<file path="config.mk">
export PLATFORM = sky130hd
export DESIGN_NAME = ext_321
export DESIGN_NICKNAME = d
export VERILOG_FILES = /design/src/rtl/ext_321.sv
export SDC_FILE = /design/constraint.sdc
export NUM_CORES = 1
export LEC_CHECK = 0
export CAP_MARGIN = 20
export CORE_AREA = 5 5 81 83
export DETAILED_ROUTE_END_ITERATION = 10
export DIE_AREA = 0 0 86 88
export PLACE_DENSITY = 0.65
export SYNTH_ARGS = -nofsm -noshare
export SYNTH_HDL_FRONTEND = slang
export SYNTH_SLANG_ARGS = --single-unit
</file>
<file path="constraint.sdc">
create_clock -name clk -period 2.5 [get_ports clk]
set_input_delay 0.375 -clock clk [delete_from_list [all_inputs] [get_ports clk]]
set_output_delay 0.375 -clock clk [all_outputs]
set_load 0.01 [all_outputs]
</file>
<file path="src/rtl/ext_321.sv">
// ext_321 -- immediate-extension unit for the decode stage.
//
// Widens the 16-bit instruction immediate to 32 bits along two paths:
//   * Imm_32    : purely combinational sign extension for same-cycle use by decode.
//   * imm_ext_q : registered, mode-selected extension with a valid flag, feeding ID/EX.
//
// Ports:
//   clk        in   1   system clock, rising-edge active
//   reset      in   1   synchronous, active-high reset
//   imm_16     in  16   raw instruction immediate
//   Imm_32     out 32   {{16{imm_16[15]}}, imm_16}, independent of clk/reset/ext_op
//   ext_op     in   2   registered-path mode: 00 zero, 01 sign, 10 LUI, 11 branch offset
//   in_valid   in   1   qualifies imm_16/ext_op for capture
//   stall      in   1   holds imm_ext_q/out_valid when high
//   imm_ext_q  out 32   registered extension result
//   out_valid  out  1   registered valid flag for imm_ext_q

module ext_321 (
  input  logic        clk,
  input  logic        reset,
  input  logic [15:0] imm_16,
  output logic [31:0] Imm_32,
  input  logic [1:0]  ext_op,
  input  logic        in_valid,
  input  logic        stall,
  output logic [31:0] imm_ext_q,
  output logic        out_valid
);

  typedef enum logic [1:0] {
    ExtZero   = 2'b00,
    ExtSign   = 2'b01,
    ExtUpper  = 2'b10,
    ExtBranch = 2'b11
  } ext_op_e;

  logic [31:0] sign_ext;
  logic [31:0] sel_ext;
  logic [31:0] imm_ext_d;
  logic        out_valid_d;
  logic        out_valid_q;

  // Kept apart from the mode mux so an X on ext_op can never reach Imm_32.
  assign sign_ext = {{16{imm_16[15]}}, imm_16};
  assign Imm_32   = sign_ext;

  always_comb begin
    sel_ext = sign_ext;
    unique case (ext_op_e'(ext_op))
      ExtZero:   sel_ext = {16'h0000, imm_16};
      ExtSign:   sel_ext = sign_ext;
      ExtUpper:  sel_ext = {imm_16, 16'h0000};
      ExtBranch: sel_ext = {{14{imm_16[15]}}, imm_16, 2'b00};
      default:   sel_ext = sign_ext;
    endcase
  end

  // Reset beats stall beats capture. Data is captured even when in_valid is low;
  // consumers qualify it with out_valid.
  always_comb begin
    imm_ext_d   = imm_ext_q;
    out_valid_d = out_valid_q;
    if (reset) begin
      imm_ext_d   = 32'h0000_0000;
      out_valid_d = 1'b0;
    end else if (!stall) begin
      imm_ext_d   = sel_ext;
      out_valid_d = in_valid;
    end
  end

  always_ff @(posedge clk) begin
    imm_ext_q   <= imm_ext_d;
    out_valid_q <= out_valid_d;
  end

  assign out_valid = out_valid_q;

endmodule

</file>
Word level (Yosys, flattened, before mapping) --
Cells that the tools add are included.
Word-level totals: output and inout port bits 65, memories 0, memory bits (writable) 0, input bits 22, bits in read-only memories 0, word-level logic and storage cells 7, latch bits 0, bits in registers 33
Operators by class: bitwise logic cells 0, eq/ne operators 3, order comparisons 0, multipliers 0, muxes and demuxes 1, reductions and logical operators 1, shifts and indexed selects 0, divide/modulo/power cells 0, add/sub/neg operators 0
Operators by type and width (number):
- $pmux 32 s4 | 1
- $eq 2x2->1 const B | 2
- $eq 2x1->1 const B | 1
- $logic_not 2->1 | 1

Longest topological paths before layout --
Gate-level depths: netlist of the first run.
word-level depth 2, mapped depth 5, depth with buffers taken out 3

Worst setup path after synthesis of the first run --
No wires, ideal clock.
path type input-to-reg, start point input port stall, end point register imm_ext_q[25], path slack 1.303 ns, stages on the path 4, setup time 0.139 ns, arrival time 1.058 ns, path buffers 2, cell sequence buf_2 a21oi_1 buf_4 a221oi_2
RTL lines:
- start, declared | line 25 | input logic stall,
- end signal, assigned | line 73 | imm_ext_q <= imm_ext_d;
- end, declared | line 26 | output logic [31:0] imm_ext_q,

Worst setup path in the final report of the first run --
start point input port imm_16[15], end point output port Imm_32[20]
RTL lines:
- start, declared | line 21 | input logic [15:0] imm_16,
- end, declared | line 22 | output logic [31:0] Imm_32,
No word-level cell between the ends.

==> summary.md, run 1 <==
| Metric | Value |
|---|---|
| Number of warnings reported in the yosys synthesis log | 0 |
| Area added between synthesis and finish | 44.7% |
| Antenna fix cells | 0 |
| Final period utilization | 89.2% |
| Most area-hungry cell type in the Yosys netlist | dfxtp_1 |
| Largest driver fanout on the critical path | 20 |
| Buffer and inverter count on the worst path | 2 |
| Primary flip-flop cell chosen by synthesis mapping | dfxtp_1 |
| Critical Path AT | 1.86 ns |
| CTS tree | yes |
| Largest cells by area after synthesis | dfxtp_1 (39%), buf_4 (15%), a221oi_2 (9.0%), a221oi_1 (8.9%), nor2b_1 (5.6%) |
| Final #Nets | 257 |
| Reported max-cap violation count | 0 |
| DPL Wire Length | 3540 µm |
| Min-delay worst type | reg -> reg |
| Critical-path top delay cell | clkdlybuf4s50_1 |
| Total leakage power | 0.000873 µW |
| Antenna-violating nets left | 0 |
| Vias in the first global route | 1398 |
| Kind of cell with the highest combined delay on the critical path | buffers and inverters |
| Result of the run | complete, no violations |
| IO Count | 87 |
| Overall fraction of global-route tracks in use | 12.6% |
| Timing-limited maximum frequency | 448 MHz |
| Average routed wire per standard cell | 15.1 µm |
| Transition at the pin with the smallest max-transition slack | 0.569 ns |
| Placed Instance Area | 0.00233 mm² |
| Clock-pin slew reported for the worst setup and hold paths after clock tree synthesis | 0.06 ns |
| Number of unique standard cell types used by synthesis | 22 |
| Clock tree sinks | 33 |
| Post-route cell area | 0.00242 mm² |
| Core area | 0.00578 mm² |
| Final setup skew | 0 ns |
| CTS H-tree lvls | 2 |
| Initial antenna violation count | 0 |
| Setup TNS Final | 0 ns |
| Post-synth ARST share | 0% |
| Die width | 86 µm |
| Slack of the worst reg-to-reg path | 1.68 ns |
| Sum of routed wire length over all layers | 4690 µm |
| Vias per cell | 4.40 |
| Die H | 88 µm |
| Netlist Area Pre-Place | 0.00167 mm² |
| Pin count of the biggest net entering global routing | 31 |
| Capturing element type of the critical path | primary output |
| Setup crit start kind | input port |
| Worst supply voltage drop on vdd | 0.000178 V |
| Root buffer selected by CTS | clkbuf_8 |
| Worst setup path class | in -> out |
| Number of instances in the synthesized netlist | 184 |
| Required time of the critical path | 2.12 ns |
| Nets in the synthesized netlist | 206 |
| Total setup violations reported at the end of the flow | 0 |
| Wire length of the first global-routing pass | 7450 µm |
| Site Rows | 28 |
| Number of gates given a new drive strength after cts | 0 |
| Crit path largest cell delay | 0.83 ns |
| Buffers added on ports | 86 |
| Proportion of netlist area held by the largest area contributor | 39.5% |
| Shortest clock period the worst path allows after layout | 2.23 ns |
| CP cell instances | clkdlybuf4s50_1 > clkdlybuf4s50_1 |
| Worst rel slew slack | 62.1% |
| FF+latch count, synth | 33 |
| GP Congestion | 0.710 |
| RSZ-0062 raised after global routing | false |
| Share of cells above drive strength 1 | 9.79% |
| Ranking of synthesized cells by instance count | buf_4 (33), dfxtp_1 (33), a221oi_1 (17), inv_1 (17) |
| Number of hold violations in the final report | 0 |
| Max-slew violation count | 0 |
| Hold buffer count at cts | 0 |
| Total clock buffers created by CTS | 5 |
| Routed vias | 1363 |
| Die outline area | 0.00757 mm² |
| DRC errors left | 0 |
| P per Cell Area | 543 mW/mm² |
| Worst path most repeated cell | clkdlybuf4s50_1 |
| Sequential cell area fraction in the yosys report | 39.5% |
| Clock latency at the later pin of the worst-skew pair | 0.29 ns |
| Synthesized area per cell | 9.09 µm² |
| Count of buffers added by post-CTS timing repair for setup | 0 |
| Number of enable-type register cells in the synthesized netlist | 0 |
| Maximum buffer depth of the clock tree | 2 |
| Initial Util | 28.9% |
| Number of DRC violations after detailed-routing iteration 0 | 78 |
| Length of the first detailed-routing pass in iterations | 5 |
| Overflow left after global routing | 0 |
path summary, 6_finish.rpt:
check                start       endpoint  cells past startpoint
max             imm_16[15]     Imm_32[20]                      2
min          imm_ext_q[28]  imm_ext_q[28]                      2
max reg2reg  imm_ext_q[16]  imm_ext_q[16]                      2
min reg2reg  imm_ext_q[28]  imm_ext_q[28]                      2
sequential cells by signal, summed over array words and instances, names as in the netlist:
signal / count
imm_ext_q: 32
out_valid: 1
area by class of cell:
cell class	count	area [µm²]
Fill cell	612	3360
Timing Repair Buffer	90	886
Sequential cell	33	661
Multi-Input combinational cell	88	629
Tap cell	75	93.8
Clock buffer	7	86.3
Inverter	17	63.8
logic make-up after synthesis:
kind of cell,after synthesis,share of synthesized area (%)
and+or+nand+nor,51,15.3
muxes,1,0.598
AOI/OAI and AO/OA,36,21.8
buffers and inverters,63,22.9
DFF,33,39.5
cells in the final DEF (no fill, tap or decap), types with 5 or more instances in the layout:
master	n
clkdlybuf4s50_1	85
a221oi_1	17
nor2_1	5
clkbuf_8	6
a221oi_2	10
nor3_1	14
nand2_1	15
nor2b_1	15
dfxtp_1	33
inv_1	17
report_power, final:
| group | switching [µW] | leakage (µW) | internal (µW) |
|---|---|---|---|
| clock network | 194 | 0.0000443 | 218 |
| logic | 147 | 0.000555 | 175 |
| registers | 17.8 | 0.000273 | 562 |
stage by stage:
step | cells | hold WS (ns) | worst slack, ns | util (%) | power, µW
2_1_floorplan | 184 | 0.494 | 1.30 | - | 763
3_3_place_gp | 303 | 0.458 | 0.328 | 40.4 | 915
3_5_place_dp | 303 | 0.464 | 0.268 | 40.4 | 917
4_1_cts | 310 | 0.473 | 0.265 | 41.9 | 1330
5_1_grt | 310 | 0.485 | 0.155 | 41.9 | 1380
6_report | 310 | 0.470 | 0.270 | 41.9 | 1310
layer usage:
metal	global-route usage, %	vias to the layer above	share of wire (%)
met2	20.3	39	47
li1	-	708	-
met3	4.80	8	6.7
met5	0	-	0
met4	3.45	0	1.3
met1	15.8	608	45
(Power assumes the default switching activity.)
==> run 2: changes to the inputs <==
--- a/config.mk
+++ b/config.mk
@@ -5,11 +5,13 @@
 export SDC_FILE = /design/constraint.sdc
 export NUM_CORES = 1
 export LEC_CHECK = 0
+export ABC_AREA = 1
 export CAP_MARGIN = 20
-export CORE_AREA = 5 5 81 83
+export CORE_AREA = 5 5 79 81
 export DETAILED_ROUTE_END_ITERATION = 10
-export DIE_AREA = 0 0 86 88
+export DIE_AREA = 0 0 84 86
 export PLACE_DENSITY = 0.65
 export SYNTH_ARGS = -nofsm -noshare
 export SYNTH_HDL_FRONTEND = slang
 export SYNTH_SLANG_ARGS = --single-unit
+export TNS_END_PERCENT = 100
==> run 2 against run 1 <==
Clock power fell by 1%. Final cell count increased by 6.8%. Area after synthesis shrank 5.8%. Clock skew unchanged. Critical path type unchanged. Critical endpoint is now Imm_32[16]. Largest cell class unchanged.
==> summary.md, run 2 <==
| Metric | Value |
|---|---|
| Setup crit start kind | input port |
| Largest register FFs | 32 (unchanged) |
| CTS H-tree lvls | 2 (unchanged) |
| IO Count | 87 (unchanged) |
| Crit path largest cell delay | 0.77 ns (-0.06 ns) |
| Initial Util | 29.2% (+0.23 points) |
| Worst setup path class | in -> out |
| Most area-hungry cell type in the Yosys netlist | dfxtp_1 |
| P per Cell Area | 540 mW/mm² (-0.56%) |
| Netlist Area Pre-Place | 0.00158 mm² (-5.8%) |
| Most frequent cell after synthesis | buf_4 |
| Total power | 1270 µW (-3.0%) |
| Sequential cell area fraction in the yosys report | 41.9% (+2.4 points) |
| Number of DRC violations after detailed-routing iteration 0 | 141 (+81%) |
| Wire length of the first global-routing pass | 7650 µm (+2.7%) |
| CP cell instances | clkdlybuf4s50_1 > clkdlybuf4s50_1 |
| Length of the first detailed-routing pass in iterations | 4 (-1) |
| Buffer and inverter count on the worst path | 2 (unchanged) |
| Timing-limited maximum frequency | 463 MHz (+3.2%) |
| FF+latch count, synth | 33 (unchanged) |
| Number of instances in the synthesized netlist | 203 (+10%) |
| Clock tree sinks | 33 (unchanged) |
| Largest family of logic cells by synthesized area | compound AO/OA/AOI/OAI gates |
| Die width | 84 µm (-2.3%) |
| Die outline area | 0.00722 mm² (-4.5%) |
| Die H | 86 µm (-2.3%) |
| Transition at the pin with the smallest max-transition slack | 0.529 ns (-0.0391 ns) |
| Reg with most FFs | imm_ext_q |
| Shortest clock period the worst path allows after layout | 2.16 ns (-0.0683 ns) |
| Worst rel slew slack | 64.7% (+2.6 points) |
| Final period utilization | 86.5% (-2.7 points) |
| Primary flip-flop cell chosen by synthesis mapping | dfxtp_1 |
| Fraction of synthesized area in multiplexers | 0% (-0.60 points) |
| Largest cells by area after synthesis | dfxtp_1 (42%), buf_4 (17%), a21oi_1 (10%), nand2_1 (7.9%), a21boi_0 (6.2%) |
| Total clock buffers created by CTS | 5 (unchanged) |
| Final setup skew | 0 ns (unchanged) |
| Critical Path AT | 1.79 ns (-0.07 ns) |
| Sum of routed wire length over all layers | 4720 µm (+0.64%) |
| Min-delay worst type | reg -> reg |
| Overflow left after global routing | 0 (unchanged) |
| Fill count | 561 (-8.3%) |
| Share of cells above drive strength 1 | 6.18% (-3.6 points) |
| Hold buffer count at cts | 0 (unchanged) |
| Commonest cells after routing, fill and taps aside | clkdlybuf4s50_1 (86), nand2_1 (33), a21oi_1 (33), dfxtp_1 (33) |
| GP Congestion | 0.765 (+7.8%) |
| Final #Nets | 281 (+9.3%) |
| DRC errors left | 0 (unchanged) |
| Overall fraction of global-route tracks in use | 13.2% (+0.63 points) |
| Number of gates given a new drive strength after cts | 0 (unchanged) |
| Proportion of netlist area held by the largest area contributor | 41.9% (+2.4 points) |
| Site Rows | 27 (-3.6%) |
| Final core area utilization | 43.7% (+1.8 points) |
| Average routed wire per standard cell | 14.3 µm (-5.7%) |
| Antenna fix cells | 0 (unchanged) |
| Worst path most repeated cell | clkdlybuf4s50_1 |
| Synthesized area per cell | 7.77 µm² (-15%) |
| Clock-pin slew reported for the worst setup and hold paths after clock tree synthesis | 0.06 ns (about the same) |
| Area added between synthesis and finish | 49.8% |
| Worst supply voltage drop on vdd | 0.000287 V (+61%) |
| Largest driver fanout on the critical path | 18 (-10%) |
| Root buffer selected by CTS | clkbuf_8 |
| Setup TNS Final | 0 ns (unchanged) |
| Antenna-violating nets left | 0 (unchanged) |
| Post-Synth Adder-Cell Area | 0% (unchanged) |
| Nets in the synthesized netlist | 225 (+9.2%) |
| RSZ-0062 raised after global routing | false |
| Total setup violations reported at the end of the flow | 0 (unchanged) |
| Vias in the first global route | 1478 (+5.7%) |
| Buffers added on ports | 86 (unchanged) |
| Parity-gate share of the synthesized area counting xor and xnor cells | 0% (unchanged) |
| Area of the multi-input gates | 592 µm² (-6.0%) |
| Maximum buffer depth of the clock tree | 2 (unchanged) |
| Post-synth ARST share | 0% (unchanged) |
| Reported max-cap violation count | 0 (unchanged) |
| Number of enable-type register cells in the synthesized netlist | 0 (unchanged) |
| Total leakage power | 0.000873 µW (about the same) |
| Required time of the critical path | 2.12 ns (about the same) |
| DPL Wire Length | 3490 µm (-1.4%) |
| Sequential cell area in the final layout | 661 µm² (unchanged) |
| Capturing element type of the critical path | primary output |
| Critical-path top delay cell | clkdlybuf4s50_1 |
| Number of unique standard cell types used by synthesis | 16 (-27%) |
| CTS tree | yes |
| Number of warnings reported in the yosys synthesis log | 0 (unchanged) |
| Clock latency at the later pin of the worst-skew pair | 0.28 ns (about the same) |
| Kind of cell with the highest combined delay on the critical path | buffers and inverters |
| Result of the run | complete, no violations |
| Synthesized-area fraction occupied by and/or/nand/nor cells | 14.8% (-0.42 points) |
| Vias per cell | 4.70 (+7.0%) |
| Max-slew violation count | 0 (unchanged) |
| Core area | 0.00541 mm² (-6.5%) |
| Initial antenna violation count | 0 (unchanged) |
| Ranking of synthesized cells by instance count | buf_4 (36), a21oi_1 (33), dfxtp_1 (33), nand2_1 (33) |
| Routed vias | 1557 (+14%) |
| Count of buffers added by post-CTS timing repair for setup | 0 (unchanged) |
| Area fraction in compound gates after synthesis | 22.7% (+0.93 points) |
| Number of hold violations in the final report | 0 (unchanged) |
| Pin count of the biggest net entering global routing | 20 (-35%) |
| Most common library cell in the layout ignoring fill and taps | clkdlybuf4s50_1 |
==> run 2: final cells by class <==
type                       count  area share, %
clock buffer                   7           3.66
inverter                       5          0.795
multi-input combinational    121           25.1
sequential                    33           28.0
tap                           72           3.82
timing repair buffer          93           38.7
==> run 2: final timing paths <==
kind                            cells after the start  slack, ns            to          from
worst max-delay path                                2       0.34    Imm_32[16]    imm_16[15]
worst min-delay path                                2       0.47  imm_ext_q[1]  imm_ext_q[1]
worst max register to register                      3       1.74  imm_ext_q[7]  imm_ext_q[7]
worst min register to register                      2       0.47  imm_ext_q[1]  imm_ext_q[1]
==> run 2: kinds of logic (layout without fill, tap and decap cells) <==
kind of cell | after synthesis | count (layout)
buffers and inverters | 49 | 105
and+or+nand+nor | 56 | 56
AOI/OAI and AO/OA | 65 | 65
DFF | 33 | 33
==> run 2: through the flow <==
step,cell area (µm²),instances,setup WS (ns),hold WS [ns]
after floorplan,1580,203,1.34,0.487
after global placement,2270,324,0.367,0.452
after detailed placement,2270,324,0.301,0.462
after CTS,2360,331,0.297,0.474
after global routing,2360,331,0.247,0.507
final,2360,331,0.338,0.474
==> run 2: metal layers <==
metal  vias to the layer above  wire, µm  global-route usage (%)
met4                         0        68                    4.97
met3                         7       430                    4.71
li1                        765         -                       -
met2                        76      2160                    20.9
met5                         -         0                       0
met1                       709      2060                    16.6
==> run 2: report_power, final <==
part           switching, µW  internal (µW)
sequential              16.9            559
clock                    187            218
combinational            135            158
